### src/rtl/nn_pkg.sv
// Types, sizes and the output saturation helper shared by the MLP layers.
// OUTPUT_LAYER_SAT_EN selects clamping in sat_fn; otherwise results wrap to W bits.
package nn_pkg;

  localparam int W     = 10;
  localparam int FRAC  = 6;
  localparam int N_IN  = 5;
  localparam int N_OUT = 3;

  typedef logic signed [W-1:0]   data_t;
  typedef logic signed [2*W+2:0] acc_t;

  typedef enum logic [1:0] {IDLE, MAC, FIN, DONE} state_t;

`ifdef OUTPUT_LAYER_SAT_EN
  localparam acc_t SAT_MAX = acc_t'((1 << (W-1)) - 1);
  localparam acc_t SAT_MIN = -acc_t'(1 << (W-1));
`endif

  function automatic data_t sat_fn(input acc_t r);
`ifdef OUTPUT_LAYER_SAT_EN
    if (r > SAT_MAX) begin
      return data_t'(SAT_MAX);
    end else if (r < SAT_MIN) begin
      return data_t'(SAT_MIN);
    end
    return data_t'(r);
`else
    return data_t'(r[W-1:0]);
`endif
  endfunction

endpackage

### src/rtl/nn_mac.sv
// Time-shared multiply-accumulate with clear, plus the bias-add / floor / saturate
// result path. b carries a weight while accumulating and the bias during FIN.
module nn_mac
  import nn_pkg::*;
(
  input  logic  clk,
  input  logic  rst_n,
  input  logic  en,
  input  logic  clr,
  input  data_t a,
  input  data_t b,
  output data_t res
);

  acc_t                    acc_q, acc_d;
  logic signed [2*W-1:0]   prod;
  acc_t                    biased;

  always_comb begin
    prod  = a * b;
    acc_d = acc_q;
    if (clr) begin
      acc_d = '0;
    end else if (en) begin
      acc_d = acc_q + acc_t'(prod);
    end
  end

  always_ff @(posedge clk or negedge rst_n) begin
    if (!rst_n) begin
      acc_q <= '0;
    end else begin
      acc_q <= acc_d;
    end
  end

  // Bias is aligned to the product scale before the floor shift back to Q3.6.
  always_comb begin
    biased = (acc_q + (acc_t'(b) <<< FRAC)) >>> FRAC;
    res    = sat_fn(biased);
  end

endmodule

### src/rtl/output_layer.sv
// Output stage of the drowsiness MLP: N_OUT neurons on one shared MAC plus argmax.
// Saturating outputs when OUTPUT_LAYER_SAT_EN is defined, wrap-around otherwise.
module output_layer
  import nn_pkg::*;
(
  input  logic               clk,
  input  logic               rst_n,
  input  logic               we,
  input  logic [4:0]         w_addr,
  input  logic signed [W-1:0] w_data,
  input  logic               in_valid,
  output logic               in_ready,
  input  logic signed [W-1:0] in_val [N_IN],
  output logic               out_valid,
  input  logic               out_ready,
  output logic signed [W-1:0] out_val [N_OUT],
  output logic [1:0]         out_class
);

  localparam int N_W = N_OUT * (N_IN + 1);

  state_t     state_q, state_d;
  logic [1:0] o_q, o_d;
  logic [2:0] i_q, i_d;
  data_t      in_buf_q [N_IN];
  data_t      in_buf_d [N_IN];
  data_t      w_q [N_W];
  data_t      w_d [N_W];
  data_t      out_val_q [N_OUT];
  data_t      out_val_d [N_OUT];
  logic [1:0] class_q, class_d;
  data_t      max_q, max_d;

  logic       mac_en, mac_clr;
  logic [4:0] w_idx;
  data_t      mac_a, mac_b, mac_res;

  // i_q parks at N_IN during FIN so the same index addresses the bias slot.
  assign w_idx = 5'(o_q) * 5'(N_IN + 1) + 5'(i_q);
  assign mac_a = (i_q < 3'(N_IN)) ? in_buf_q[i_q] : '0;
  assign mac_b = w_q[w_idx];

  nn_mac u_mac (
    .clk   (clk),
    .rst_n (rst_n),
    .en    (mac_en),
    .clr   (mac_clr),
    .a     (mac_a),
    .b     (mac_b),
    .res   (mac_res)
  );

  always_comb begin
    state_d   = state_q;
    o_d       = o_q;
    i_d       = i_q;
    in_buf_d  = in_buf_q;
    w_d       = w_q;
    out_val_d = out_val_q;
    class_d   = class_q;
    max_d     = max_q;
    mac_en    = 1'b0;
    mac_clr   = 1'b0;
    case (state_q)
      IDLE: begin
        if (we && (w_addr < 5'(N_W))) begin
          w_d[w_addr] = w_data;
        end
        if (in_valid) begin
          in_buf_d = in_val;
          o_d      = '0;
          i_d      = '0;
          mac_clr  = 1'b1;
          state_d  = MAC;
        end
      end
      MAC: begin
        mac_en = 1'b1;
        if (i_q == 3'(N_IN - 1)) begin
          i_d     = 3'(N_IN);
          state_d = FIN;
        end else begin
          i_d = i_q + 3'd1;
        end
      end
      FIN: begin
        out_val_d[o_q] = mac_res;
        // Strict compare keeps the lower index on ties.
        if ((o_q == 2'd0) || (mac_res > max_q)) begin
          max_d   = mac_res;
          class_d = o_q;
        end
        mac_clr = 1'b1;
        i_d     = '0;
        if (o_q == 2'(N_OUT - 1)) begin
          state_d = DONE;
        end else begin
          o_d     = o_q + 2'd1;
          state_d = MAC;
        end
      end
      DONE: begin
        if (out_ready) begin
          state_d = IDLE;
        end
      end
      default: state_d = IDLE;
    endcase
  end

  always_ff @(posedge clk or negedge rst_n) begin
    if (!rst_n) begin
      state_q <= IDLE;
      o_q     <= '0;
      i_q     <= '0;
      class_q <= '0;
      max_q   <= '0;
      for (int k = 0; k < N_IN; k++) in_buf_q[k] <= '0;
      for (int k = 0; k < N_W; k++) w_q[k] <= '0;
      for (int k = 0; k < N_OUT; k++) out_val_q[k] <= '0;
    end else begin
      state_q   <= state_d;
      o_q       <= o_d;
      i_q       <= i_d;
      class_q   <= class_d;
      max_q     <= max_d;
      in_buf_q  <= in_buf_d;
      w_q       <= w_d;
      out_val_q <= out_val_d;
    end
  end

  assign in_ready  = (state_q == IDLE);
  assign out_valid = (state_q == DONE);
  assign out_val   = out_val_q;
  assign out_class = class_q;

endmodule

### config.mk
export PLATFORM = sky130hd
export DESIGN_NAME = output_layer
export DESIGN_NICKNAME = d
export VERILOG_FILES = /design/src/rtl/nn_pkg.sv /design/src/rtl/nn_mac.sv /design/src/rtl/output_layer.sv
export SDC_FILE = /design/constraint.sdc
export NUM_CORES = 1
export LEC_CHECK = 0
export ABC_AREA = 1
export CORE_MARGIN = 3
export CORE_UTILIZATION = 55
export CTS_BUF_LIST = sky130_fd_sc_hd__clkbuf_8
export CTS_CLUSTER_SIZE = 10
export DETAILED_ROUTE_END_ITERATION = 8
export PLACE_DENSITY = 0.75
export SKIP_LAST_GASP = 1
export SYNTH_ARGS = -nofsm -noshare
export SYNTH_HDL_FRONTEND = slang
export SYNTH_SLANG_ARGS = --single-unit
### constraint.sdc
create_clock -name clk -period 7.6 [get_ports clk]
set_clock_uncertainty 0.05 [all_clocks]
set_input_delay 1.52 -clock clk [delete_from_list [all_inputs] [get_ports clk]]
set_output_delay 1.52 -clock clk [all_outputs]
set_load 0.005 [all_outputs]
# Yosys cells after proc, flatten, opt, wreduce, memory -nomap -nowiden
# Cells that the tools add are included.
# Widths: inputs -> output; s select.
dict set report totals {
  word_cells 105
  inputBits 70
  ff_bits 302
}
dict set report classes {
  mux 29
  reduce_logical 15
  multipliers 2
  n_lt_le_gt_ge 9
  n_bitwise 4
  n_eq_ne 9
  add_sub_neg 5
}
# cell count
set ops {}
lappend ops {{$bwmux 180} 1}
lappend ops {{$mux 10} 7}
lappend ops {{$bmux 10 s5} 1}
lappend ops {{$demux 10 s5} 1}
lappend ops {{$mux 23} 2}
lappend ops {{$bmux 10 s3} 1}
lappend ops {{$bwmux 30} 1}
lappend ops {{$add 23x20->23} 1}
lappend ops {{$demux 10 s2} 1}
lappend ops {{$mul 10x10->20} 1}
lappend ops {{$add 16x16->16} 1}
lappend ops {{$ge 6x6->1 const B} 2}
lappend ops {{$mux 2} 6}
lappend ops {{$not 5->6} 2}
lappend ops {{$gt 10x10->1} 1}
lappend ops {{$pmux 3 s3} 1}
lappend ops {{$pmux 2 s4} 1}
lappend ops {{$reduce_and 2->1} 4}
lappend ops {{$eq 2x2->1 const B} 3}
lappend ops {{$lt 6x1->1 const B} 1}
lappend ops {{$mux 3} 2}
lappend ops {{$ne 2x2->1 const B} 3}
lappend ops {{$reduce_and 3->1} 2}
lappend ops {{$add 5x3->5} 1}
lappend ops {{other kinds (21)} 26}

# Longest topological paths before layout
# Gate-level depths: netlist (run 1).
dict set report logic_depth {
  ltp_word 10
  ltp_mapped 40
}

# By module
# Synthesis (run 1) repeated with hierarchy kept, for this count alone.
dict set report hier_totals {
  cells_unflattened 2132
  area_unflattened_um2 17765.8
}
# mod cells_each seq_area_each_um2 area_each_um2 instances
set by_module_without_submodules {}
lappend by_module_without_submodules {output_layer 1476 6981.7 12836.1 1}
lappend by_module_without_submodules {nn_mac 656 400.4 4929.7 1}

# Worst setup path before layout (run 1)
# No wires, ideal clock.
dict set report synth_path {
  path_type {reg-to-reg}
  startpoint {reg o_q[0]}
  endpoint {reg u_mac.acc_q[13]}
  stages_incl_launch_ff 32
  slack_ps 674
  setup_ps 122
  t_arrival_ps 6754
  period_less_slack_ps 6926
  path_cell_list {dfrtp_1 inv_1 ha_1 fa_1 buf_2 clkinv_1 buf_2 o221ai_1 o211ai_1 o21ai_1 nand2_1 nand2_2 inv_2 nor2_1 inv_1 fa_1 inv_1 fa_1 fa_1 fa_1 inv_1 fa_1 inv_1 ha_1 nand2_1 o21ai_0 a21oi_1 or2_2 nand2_1 a21oi_1 or2_2 a32o_1}
}
dict set report synth_between {
  elab_chain_len 10
}
# item line_no
set synth_lines {}
lappend synth_lines {{start: declaration} output_layer.sv:23} ;# logic [1:0] o_q, o_d;
lappend synth_lines {{start signal: assignment} output_layer.sv:114} ;# o_q <= '0;
lappend synth_lines {{start signal: assignment} output_layer.sv:123} ;# o_q <= o_d;
lappend synth_lines {{$mul 2x2->4} output_layer.sv:39} ;# assign w_idx = 5'(o_q) * 5'(N_IN + 1) + 5'(i_q);
lappend synth_lines {{$add 5x3->5} output_layer.sv:39}
lappend synth_lines {{$not 5->6 (not written as such)} output_layer.sv:41} ;# assign mac_b = w_q[w_idx];
lappend synth_lines {{$bmux 10 s5} output_layer.sv:41}
lappend synth_lines {{$mux 10 (not written as such) (2 in a row)} output_layer.sv:41}
lappend synth_lines {{$mul 10x10->20} nn_mac.sv:20} ;# prod = a * b;
lappend synth_lines {{$add 23x20->23} nn_mac.sv:25} ;# acc_d = acc_q + acc_t'(prod);
lappend synth_lines {{$mux 23} nn_mac.sv:24} ;# end else if (en) begin
lappend synth_lines {{$mux 23} nn_mac.sv:22} ;# if (clr) begin
lappend synth_lines {{end signal: assignment} nn_mac.sv:31} ;# acc_q <= '0;
lappend synth_lines {{end signal: assignment} nn_mac.sv:33} ;# acc_q <= acc_d;
lappend synth_lines {{end: declaration} nn_mac.sv:15} ;# acc_t acc_q, acc_d;
# Every way passes these cells. The select of a mux whose other input is x is not followed.
# A chain may end at the register's enable or synchronous reset.

# Worst setup path in the final report (run 1)
# Same ends and word-level chain as after synthesis.

==> results.md, run 1 <==
* Top-count cell post-synth: nand2_1
* CP Capture Type: flop
* Core area at approximately 31000 um2
* Area Overhead vs Synth at 12.5%
* Top_reg_cell synth: dfrtp_1
* Nets at 2379
* Largest net degree at the start of global routing at roughly 180
* Distinct cells, synth at between 40 and 50
* Total number of vias at between 10000 and 15000
* Fmax at roughly 0.14 GHz
* CP max stage cell: fa_1
* Post-DRT Antenna Nets at 0
* Die area at around 34000 um2
* R2R setup slack at 360 ps
* Initial antenna violation count at 0
* Avg Vias per Cell at roughly 5.6
* Worst skew pair latency at just under 600 ps
* PortBufs at roughly 100
* Max-Cap Viols at 0
* Pre-CTS worst setup slack at 186 ps
* Max-slew headroom at 0.340
* CTS H-tree lvls at 2
* Root Driver: clkbuf_8
* Placed cells at around 2500
* Layout cell share with drive strength beyond 1 at 0.0802
* Final Slew Violations at 0
* Final WL at roughly 47000 um
* Reg clk slew, reported paths at approximately 70 ps
* Drt first pass iters at 5
* GRT overflow at 0
* Crit Path Class: reg -> reg
* RSZ-0062 raised after global routing: true
* Post-synthesis sequential area ratio at 0.419
* Setup_tns at 0 ps
* Global-route wire length before repair at roughly 77000 um
* CTS tree: done
* CTS Buffer Depth at 3
* Slew of the pin with the lowest slew margin at roughly 1000 ps
* Avg Cell Area, Syn at 8.46 um2
* Cells after Synth at ~2100
* Residual DRC at 0
* Crit path time final at approximately 7200 ps
* Ys Warns at 0
* Worst setup SP type: flop
* Most frequent CP cell: fa_1
* Final period utilization at 0.952
* Wire per inst at approximately 18 um
* I/O pin cnt at ~100
* Hpwl dp at 33400 um
* Clock sink count at roughly 300
* Num rows at 64
* GRT Util Overall at 0.281
* Die X-Extent at about 180 um
* Crit path max fanout at 26
* Post-synth ARST share at 1.00
* Hold buffer count at CTS at 0
* Final hold violation count at 0
* CTS Buf Count at 50
* Non-filler instance count after layout at around 2600
* Post-synth EDFFs at 0
* Yosys top cell by area: dfrtp_1
* Flops & latches, synth at about 300
* Crit-path max cell delay at around 570 ps
* CP Data Arrival Time at approximately 7700 ps
* Die H at between 150 and 200 um
* Starting DRT DRC Count at between 1000 and 1500
* Area contributors post-synth: dfrtp_1, nand2_1, fa_1, o21ai_0, ha_1
* Setup violators final at 0
* Worst setup margin at 364 ps
* CP required at about 8000 ps
* Hold Path Class: reg -> reg
* Number of global-route vias before repair at between 10000 and 15000
* Synth top cells by count: nand2_1, dfrtp_1, o21ai_0, inv_1, nand3_1
* Initial Util at 0.567
* Top-area cell type share of the netlist area at 0.419
* Status: completed
* Global placement routability congestion at ~0.97
* Worst hold slack at roughly 430 ps
* ANT cells at 0
* Synthesized cell area at 17600 um2
* Net Count, Synth at 2310
==> per-stage QoR <==
stage	util	area (um2)
floorplan	-	17600
global placement	0.605	18800
detailed placement	0.605	18800
CTS	0.636	19800
global route	0.637	19800
finish	0.637	19800
==> worst max-delay path, delay by kind of cell (launching register included) <==
kind | cells | cell delay [ps]
AO/OA/AOI/OAI | 7 | 870
AND/OR/NAND/NOR | 7 | 1150
flip-flops | 1 | 420
adder cells (fa/ha/maj) | 8 | 3860
buffers and inverters | 8 | 730
==> sequential cells by signal (all words and copies together), names as in the netlist <==
register,flops
in_buf_q,50
out_val,30
out_class,2
max_q,10
u_mac.acc_q,16
w_q,180
state_q,2
i_q,3
o_q,2
==> metal layers <==
layer / vias to the layer above / wire, um / track usage
met3: 100 / 3480 / 0.0526
met4: 0 / 1310 / 0.0870
met5: - / 0 / 0
met1: 6957 / 20800 / 0.400
met2: 535 / 21600 / 0.443
li1: 6840 / - / -
==> cell type report <==
type | count | area (um2)
clock inverters | 21 | 110
repair buffers | 125 | 1260
well taps | 396 | 495
inverters | 230 | 868
fillers | 2598 | 11300
multi-input cells | 1449 | 8840
flip-flops and latches | 295 | 7390
clock buffers | 61 | 840
==> placed cells by master (no fill, tap or decap), types with 14 or more instances in the layout <==
cell / netlist / routed
clkdlybuf4s50_1: 0 / 102
mux2_2: 48 / 48
o22ai_1: 14 / 14
dfrtp_1: 295 / 294
a21oi_1: 48 / 48
nand3_1: 136 / 136
nor2_1: 96 / 96
inv_1: 216 / 233
o21ai_0: 257 / 255
fa_1: 85 / 85
buf_4: 7 / 16
clkbuf_8: 0 / 61
nand2_1: 585 / 583
ha_1: 73 / 73
==> final timing paths <==
check	start	end	cells past startpoint
setup / recovery	o_q[0]	u_mac.acc_q[13]	30
hold / removal	w_q[31]	w_q[31]	2
setup reg to reg	o_q[0]	u_mac.acc_q[13]	30
hold reg to reg	w_q[31]	w_q[31]	2
max in group asynchronous	rst_n	i_q[0]	2
min in group asynchronous	rst_n	out_val[20]	1
==> cells by family (layout without fill, tap and decap cells) <==
logic type	Yosys count	count (layout)	synth area share
AND/OR/NAND/NOR	860	860	0.200
AO/OA/AOI/OAI	366	366	0.112
buffers and inverters	338	437	0.0805
flip-flops	295	295	0.419
adder cells (fa/ha/maj)	158	158	0.149
multiplexers	48	48	0.0307
XOR/XNOR	17	17	0.00931
==> repair_timing <==
action | 4_1_cts | 5_1_grt
endpoints found under the hold margin | 0 | 0
setup endpoints to repair | 0 | 4
gates resized for setup | 0 | 15
setup buffers | 0 | 1
Power of run 1 is not shown: default switching activity piles up to over one toggle a cycle in this logic, so the estimate is an artifact.
==> run 2, diff against run 1 <==
--- a/config.mk
+++ b/config.mk
@@ -8,11 +8,10 @@
 export ABC_AREA = 1
 export CORE_MARGIN = 3
 export CORE_UTILIZATION = 55
-export CTS_BUF_LIST = sky130_fd_sc_hd__clkbuf_8
 export CTS_CLUSTER_SIZE = 10
 export DETAILED_ROUTE_END_ITERATION = 8
+export GPL_TIMING_DRIVEN = 1
 export PLACE_DENSITY = 0.75
-export SKIP_LAST_GASP = 1
 export SYNTH_ARGS = -nofsm -noshare
 export SYNTH_HDL_FRONTEND = slang
 export SYNTH_SLANG_ARGS = --single-unit
==> run 2 against run 1 <==
  * Clock-buffer cell count decreased by 18
  * Utilization is 0.25 points higher
  * Final area increased by 0.39%
  * Sequential share of layout area is 0.15 points lower
  * Non-clock buffer count is 1 lower
  * Critical path type unchanged
==> results.md, run 2 (synthesized netlist as in run 1, its figures left out) <==
* Status: completed (unchanged)
* Final WL at 47100 um (was 47200 um)
* Num rows at 64 (unchanged)
* Slew of the pin with the lowest slew margin at 985 ps (was 991 ps)
* Wire per inst at 18.6 um (was 18.3 um)
* M1 wire length at 20700 um (was 20800 um)
* GRT Util Overall at 0.281 (about the same)
* Avg Vias per Cell at 5.69 (was 5.60)
* Post-DRT Antenna Nets at 0 (unchanged)
* Max-Cap Viols at 0 (unchanged)
* Final period utilization at 0.943 (was 0.952)
* Global placement routability congestion at 0.965 (unchanged)
* Residual DRC at 0 (unchanged)
* Max-slew headroom at 0.343 (was 0.340)
* Crit path max fanout at 24 (was 26)
* Hpwl dp at 33400 um (unchanged)
* Top Metal Used: met4 (unchanged)
* ANT cells at 0 (unchanged)
* Commonest non-fill, non-tap cells in the layout: nand2_1, dfrtp_1, o21ai_0 (unchanged)
* Layout cell share with drive strength beyond 1 at 0.0718 (was 0.0802)
* Critical R2R Launch: o_q[0] (unchanged)
* CP required at 7950 ps (was 8020 ps)
* Final hold violation count at 0 (unchanged)
* I/O pin cnt at 104 (unchanged)
* CTS Buf Count at 36 (was 50)
* Hold Path Class: reg -> reg (unchanged)
* Hold buffer count at CTS at 0 (unchanged)
* Setup violators final at 0 (unchanged)
* Nets at 2364 (was 2379)
* CTS tree: done (unchanged)
* Routed wl met2 at 21600 um (about the same)
* Fmax at 0.140 GHz (was 0.138 GHz)
* Drt first pass iters at 6 (was 5)
* PortBufs at 103 (unchanged)
* Worst Path Buf+Inv at 6 (was 8)
* Crit-path max cell delay at 570 ps (about the same)
* Top Family by Delay on Critical Path: adder cells (unchanged)
* Setup_tns at 0 ps (unchanged)
* Final Slew Violations at 0 (unchanged)
* Hold Path Origin: out_val[27] (was w_q[31])
* CP startpoint: o_q[0] (unchanged)
* Biggest register: w_q (unchanged)
* Crit path time final at 7160 ps (was 7240 ps)
* CP Data Arrival Time at 7520 ps (was 7650 ps)
* Die area at 34200 um2 (unchanged)
* Initial Util at 0.567 (unchanged)
* Max reg flops at 180 (unchanged)
* CP max stage cell: fa_1 (unchanged)
* Number of global-route vias before repair at 14200 (was 14400)
* Most frequent CP cell: nand2_1 (was fa_1)
* Total setup buffers inserted after CTS at 0 (unchanged)
* Clock sink count at 295 (unchanged)
* Worst skew pair latency at 520 ps (was 590 ps)
* Core area at 31100 um2 (unchanged)
* Die H at 185 um (unchanged)
* Reg clk slew, reported paths at 60 ps (was 70 ps)
* Starting DRT DRC Count at 1283 (was 1393)
* Total number of vias at 14400 (about the same)
* Die X-Extent at 185 um (unchanged)
* CTS H-tree lvls at 2 (unchanged)
* Commonest non-fill, non-tap cell in the layout: nand2_1 (unchanged)
* Initial antenna violation count at 0 (unchanged)
* Area Overhead vs Synth at 12.9% (was 12.5%)
* CP Capture Type: flop (unchanged)
* GRT overflow at 0 (unchanged)
* Global-route wire length before repair at 76500 um (was 76700 um)
* Largest net degree at the start of global routing at 178 (unchanged)
* Worst setup SP type: flop (unchanged)
* CTS Buffer Depth at 3 (unchanged)
* Crit Path Class: reg -> reg (unchanged)
* PostCTS Resize Cnt at 0 (unchanged)
* Routed wl met3 at 3560 um (was 3480 um)
* RSZ-0062 raised after global routing: false (was true)
* Root Driver: clkbuf_16 (was clkbuf_8)
run 2: cell count changes in the layout (fill, tap and decap cells not counted), sizes merged:
cell / delta
buf: -1
clkbuf: -18
inv: -18
run 2: tightest hold or removal path: stages (launching register included):
cell and delay (ps):
dfrtp_1 340, nand2_1 50, o21ai_0 60
run 2: layout make-up:
class / count / area [um2]
clock buffer: 43 / 978
clock inverter: 3 / 55.1
fill: 2590 / 11200
inverter: 230 / 866
multi-input combinational: 1449 / 8850
sequential: 295 / 7390
tap: 396 / 495
timing repair buffer: 124 / 1250
run 2: per-stage QoR:
stage	utilization	hold slack, ps	worst slack, ps	std cells	area [um2]
4_1_cts	0.638	433	197	2540	19800
5_1_grt	0.640	449	43.6	2540	19900
2_1_floorplan	-	398	674	2082	17600
6_report	0.640	430	436	2540	19900
3_5_place_dp	0.605	418	186	2494	18800
3_3_place_gp	0.605	413	437	2494	18800
run 2: per-layer routing:
metal  up-vias  track usage
met5         -            0
met2       572        0.442
met4         0       0.0834
met1      6977        0.400
li1       6793            -
met3       101       0.0536
run 2: final timing paths:
path	end	slack, ps	cells after the start
worst max-delay path	u_mac.acc_q[14]	440	32
worst min-delay path	out_val[27]	430	2
worst max register to register	u_mac.acc_q[14]	440	32
worst min register to register	out_val[27]	430	2
max in group asynchronous	i_q[0]	4830	2
min in group asynchronous	out_val[20]	1030	1
Power of run 2 is left out for the same reason.
==> run 3, diff against run 2 <==
--- a/config.mk
+++ b/config.mk
@@ -6,8 +6,8 @@
 export NUM_CORES = 1
 export LEC_CHECK = 0
 export ABC_AREA = 1
-export CORE_MARGIN = 3
 export CORE_UTILIZATION = 55
+export CTS_BUF_LIST = sky130_fd_sc_hd__clkbuf_16
 export CTS_CLUSTER_SIZE = 10
 export DETAILED_ROUTE_END_ITERATION = 8
 export GPL_TIMING_DRIVEN = 1
==> run 3 against run 2 <==
  * Fmax down 0.41%
  * Worst hold slack is essentially flat
  * Sequential share of layout area is 0.11 points lower
  * First-iteration DRC count up 5.8%
  * Wire length is 1.0% lower
  * Clock-buffer cell count fell by 6
  * Non-clock buffer count increased by 1
  * Critical path type unchanged
  * Die area decreased by 4.3%
  * Final area is 0.30% higher
  * Largest cell class unchanged
  * Utilization is 0.79 points lower
  * Via count about the same
  * Register-to-register slack lost 30 ps
==> results.md, run 3 (synthesized netlist as in run 1, its figures left out) <==
* Commonest non-fill, non-tap cell in the layout: nand2_1 (unchanged)
* Max-Cap Viols at 0 (unchanged)
* Core area at 31600 um2 (was 31100 um2)
* CTS Buf Count at 36 (unchanged)
* Layout cell share with drive strength beyond 1 at 0.0727 (was 0.0718)
* Slew of the pin with the lowest slew margin at 1070 ps (was 985 ps)
* Status: completed (unchanged)
* Top Family by Delay on Critical Path: adder cells (unchanged)
* Biggest register: w_q (unchanged)
* Hold buffer count at CTS at 0 (unchanged)
* Hold Path Class: reg -> reg (unchanged)
* Die X-Extent at 181 um (was 185 um)
* Avg Vias per Cell at 5.67 (was 5.69)
* Number of global-route vias before repair at 14200 (about the same)
* Final period utilization at 0.947 (was 0.943)
* CP required at 7960 ps (was 7950 ps)
* Root Driver: clkbuf_16 (unchanged)
* Hold Path Origin: w_q[121] (was out_val[27])
* Worst-case reg-to-reg path depth at 32 (unchanged)
* Crit path max fanout at 16 (was 24)
* Hpwl dp at 32600 um (was 33400 um)
* I/O pin cnt at 104 (unchanged)
* Starting DRT DRC Count at 1358 (was 1283)
* Die H at 181 um (was 185 um)
* Layout Utilization at 0.632 (was 0.640)
* GRT Util Overall at 0.295 (was 0.281)
* CTS H-tree lvls at 2 (unchanged)
* Crit-path max cell delay at 580 ps (was 570 ps)
* PortBufs at 103 (unchanged)
* CTS tree: done (unchanged)
* Total number of vias at 14500 (was 14400)
* Non-filler instance count after layout at 2547 (was 2540)
* Residual DRC at 0 (unchanged)
* Final WL at 46700 um (was 47100 um)
* CTS Buffer Depth at 3 (unchanged)
* Final Slew Violations at 0 (unchanged)
* CP max stage cell: fa_1 (unchanged)
* Setup violators final at 0 (unchanged)
* Most frequent CP cell: nand2_1 (unchanged)
* Die area at 32700 um2 (was 34200 um2)
* GRT overflow at 0 (unchanged)
* Area Overhead vs Synth at 13.2% (was 12.9%)
* Placed cells at 2500 (was 2494)
* Num rows at 65 (was 64)
* Fillers at 2688 (was 2590)
* ANT cells at 0 (unchanged)
* Worst setup SP type: flop (unchanged)
* Post-DRT Antenna Nets at 0 (unchanged)
* R2R setup slack at 410 ps (was 440 ps)
* Global-route wire length before repair at 76500 um (unchanged)
* Nets at 2365 (was 2364)
* Drt first pass iters at 5 (was 6)
* Crit Path Class: reg -> reg (unchanged)
* Wire per inst at 18.3 um (was 18.6 um)
* Worst Path Buf+Inv at 8 (was 6)
* Initial antenna violation count at 0 (unchanged)
* Global placement routability congestion at 1.03 (was 0.965)
* Fmax at 0.139 GHz (was 0.140 GHz)
* Worst reg2reg endpoint: u_mac.acc_q[15] (was u_mac.acc_q[14])
* Largest net degree at the start of global routing at 124 (was 178)
* Final hold violation count at 0 (unchanged)
* Reg clk slew, reported paths at 60 ps (about the same)
* Clock sink count at 295 (unchanged)
* Hold EP: w_q[121] (was out_val[27])
* CP Capture Type: flop (unchanged)
* Initial Util at 0.558 (was 0.567)
* Commonest non-fill, non-tap cells in the layout: nand2_1, dfrtp_1, o21ai_0 (unchanged)
* Max reg flops at 180 (unchanged)
* Max-slew headroom at 0.280 (was 0.343)
* Crit path time final at 7190 ps (was 7160 ps)
* Worst skew pair latency at 530 ps (was 520 ps)
* Worst hold path cell count at 2 (unchanged)
* Critical R2R Launch: o_q[0] (unchanged)
* CP Data Arrival Time at 7560 ps (was 7520 ps)
## run 3: changes by cell type in the layout (fill, tap and decap cells not counted), moves of 2 or more
cell      before  now
inv_4          0    2
o311ai_0       1    3
clkinv_1       3    5
o311ai_1       3    1
clkbuf_1       3    0
inv_2          9    7
clkbuf_8       3    0
inv_1        216  219
## run 3: what timing repair did
item | CTS | global route
endpoints found under the setup margin | 0 | 3
resized for setup | 0 | 19
buffers inserted | 0 | 1
## run 3: cell type report
class                      count  area, um2  area share
sequential                   295       7390       0.370
timing repair buffer         125       1270      0.0639
multi-input combinational   1449       8880       0.445
tap                          402        503      0.0252
clock buffer                  37        926      0.0464
inverter                     230        871      0.0437
clock inverter                 9        103     0.00515
## run 3: through the flow
step / area [um2] / setup TNS [ps] / hold WS, ps / worst slack [ps]
after detailed placement: 18800 / 0 / 418 / 212
final: 19900 / 0 / 431 / 406
after floorplan: 17600 / 0 / 398 / 674
after global routing: 19900 / -13.0 / 445 / -13.0
after global placement: 18800 / 0 / 415 / 465
after CTS: 19800 / 0 / 431 / 203
## run 3: how the worst max path moves through the flow
stage | startpoint | cells past startpoint | slack [ps] | to
CTS | o_q[0] | 30 | 200 | u_mac.acc_q[15]
finish | o_q[0] | 32 | 410 | u_mac.acc_q[15]
detailed placement | o_q[0] | 30 | 210 | u_mac.acc_q[15]
global route | o_q[0] | 32 | -10 | u_mac.acc_q[15]
global placement | o_q[0] | 30 | 460 | u_mac.acc_q[15]
floorplan | o_q[0] | 31 | 670 | u_mac.acc_q[13]
## run 3: worst reg2reg max path: cells and delay by family (launching register included)
kind / cells / cell delay [ps]
compound gates: 5 / 860
fa+ha+maj: 7 / 3380
buf+inv: 8 / 1070
flops: 1 / 420
simple gates: 12 / 1310
## run 3: per-layer routing
layer | track usage | wire length [um]
met5 | 0 | 0
met4 | 0.0971 | 1320
met3 | 0.0407 | 2820
met2 | 0.479 | 22100
met1 | 0.410 | 20500
Power of run 3 is left out for the same reason.
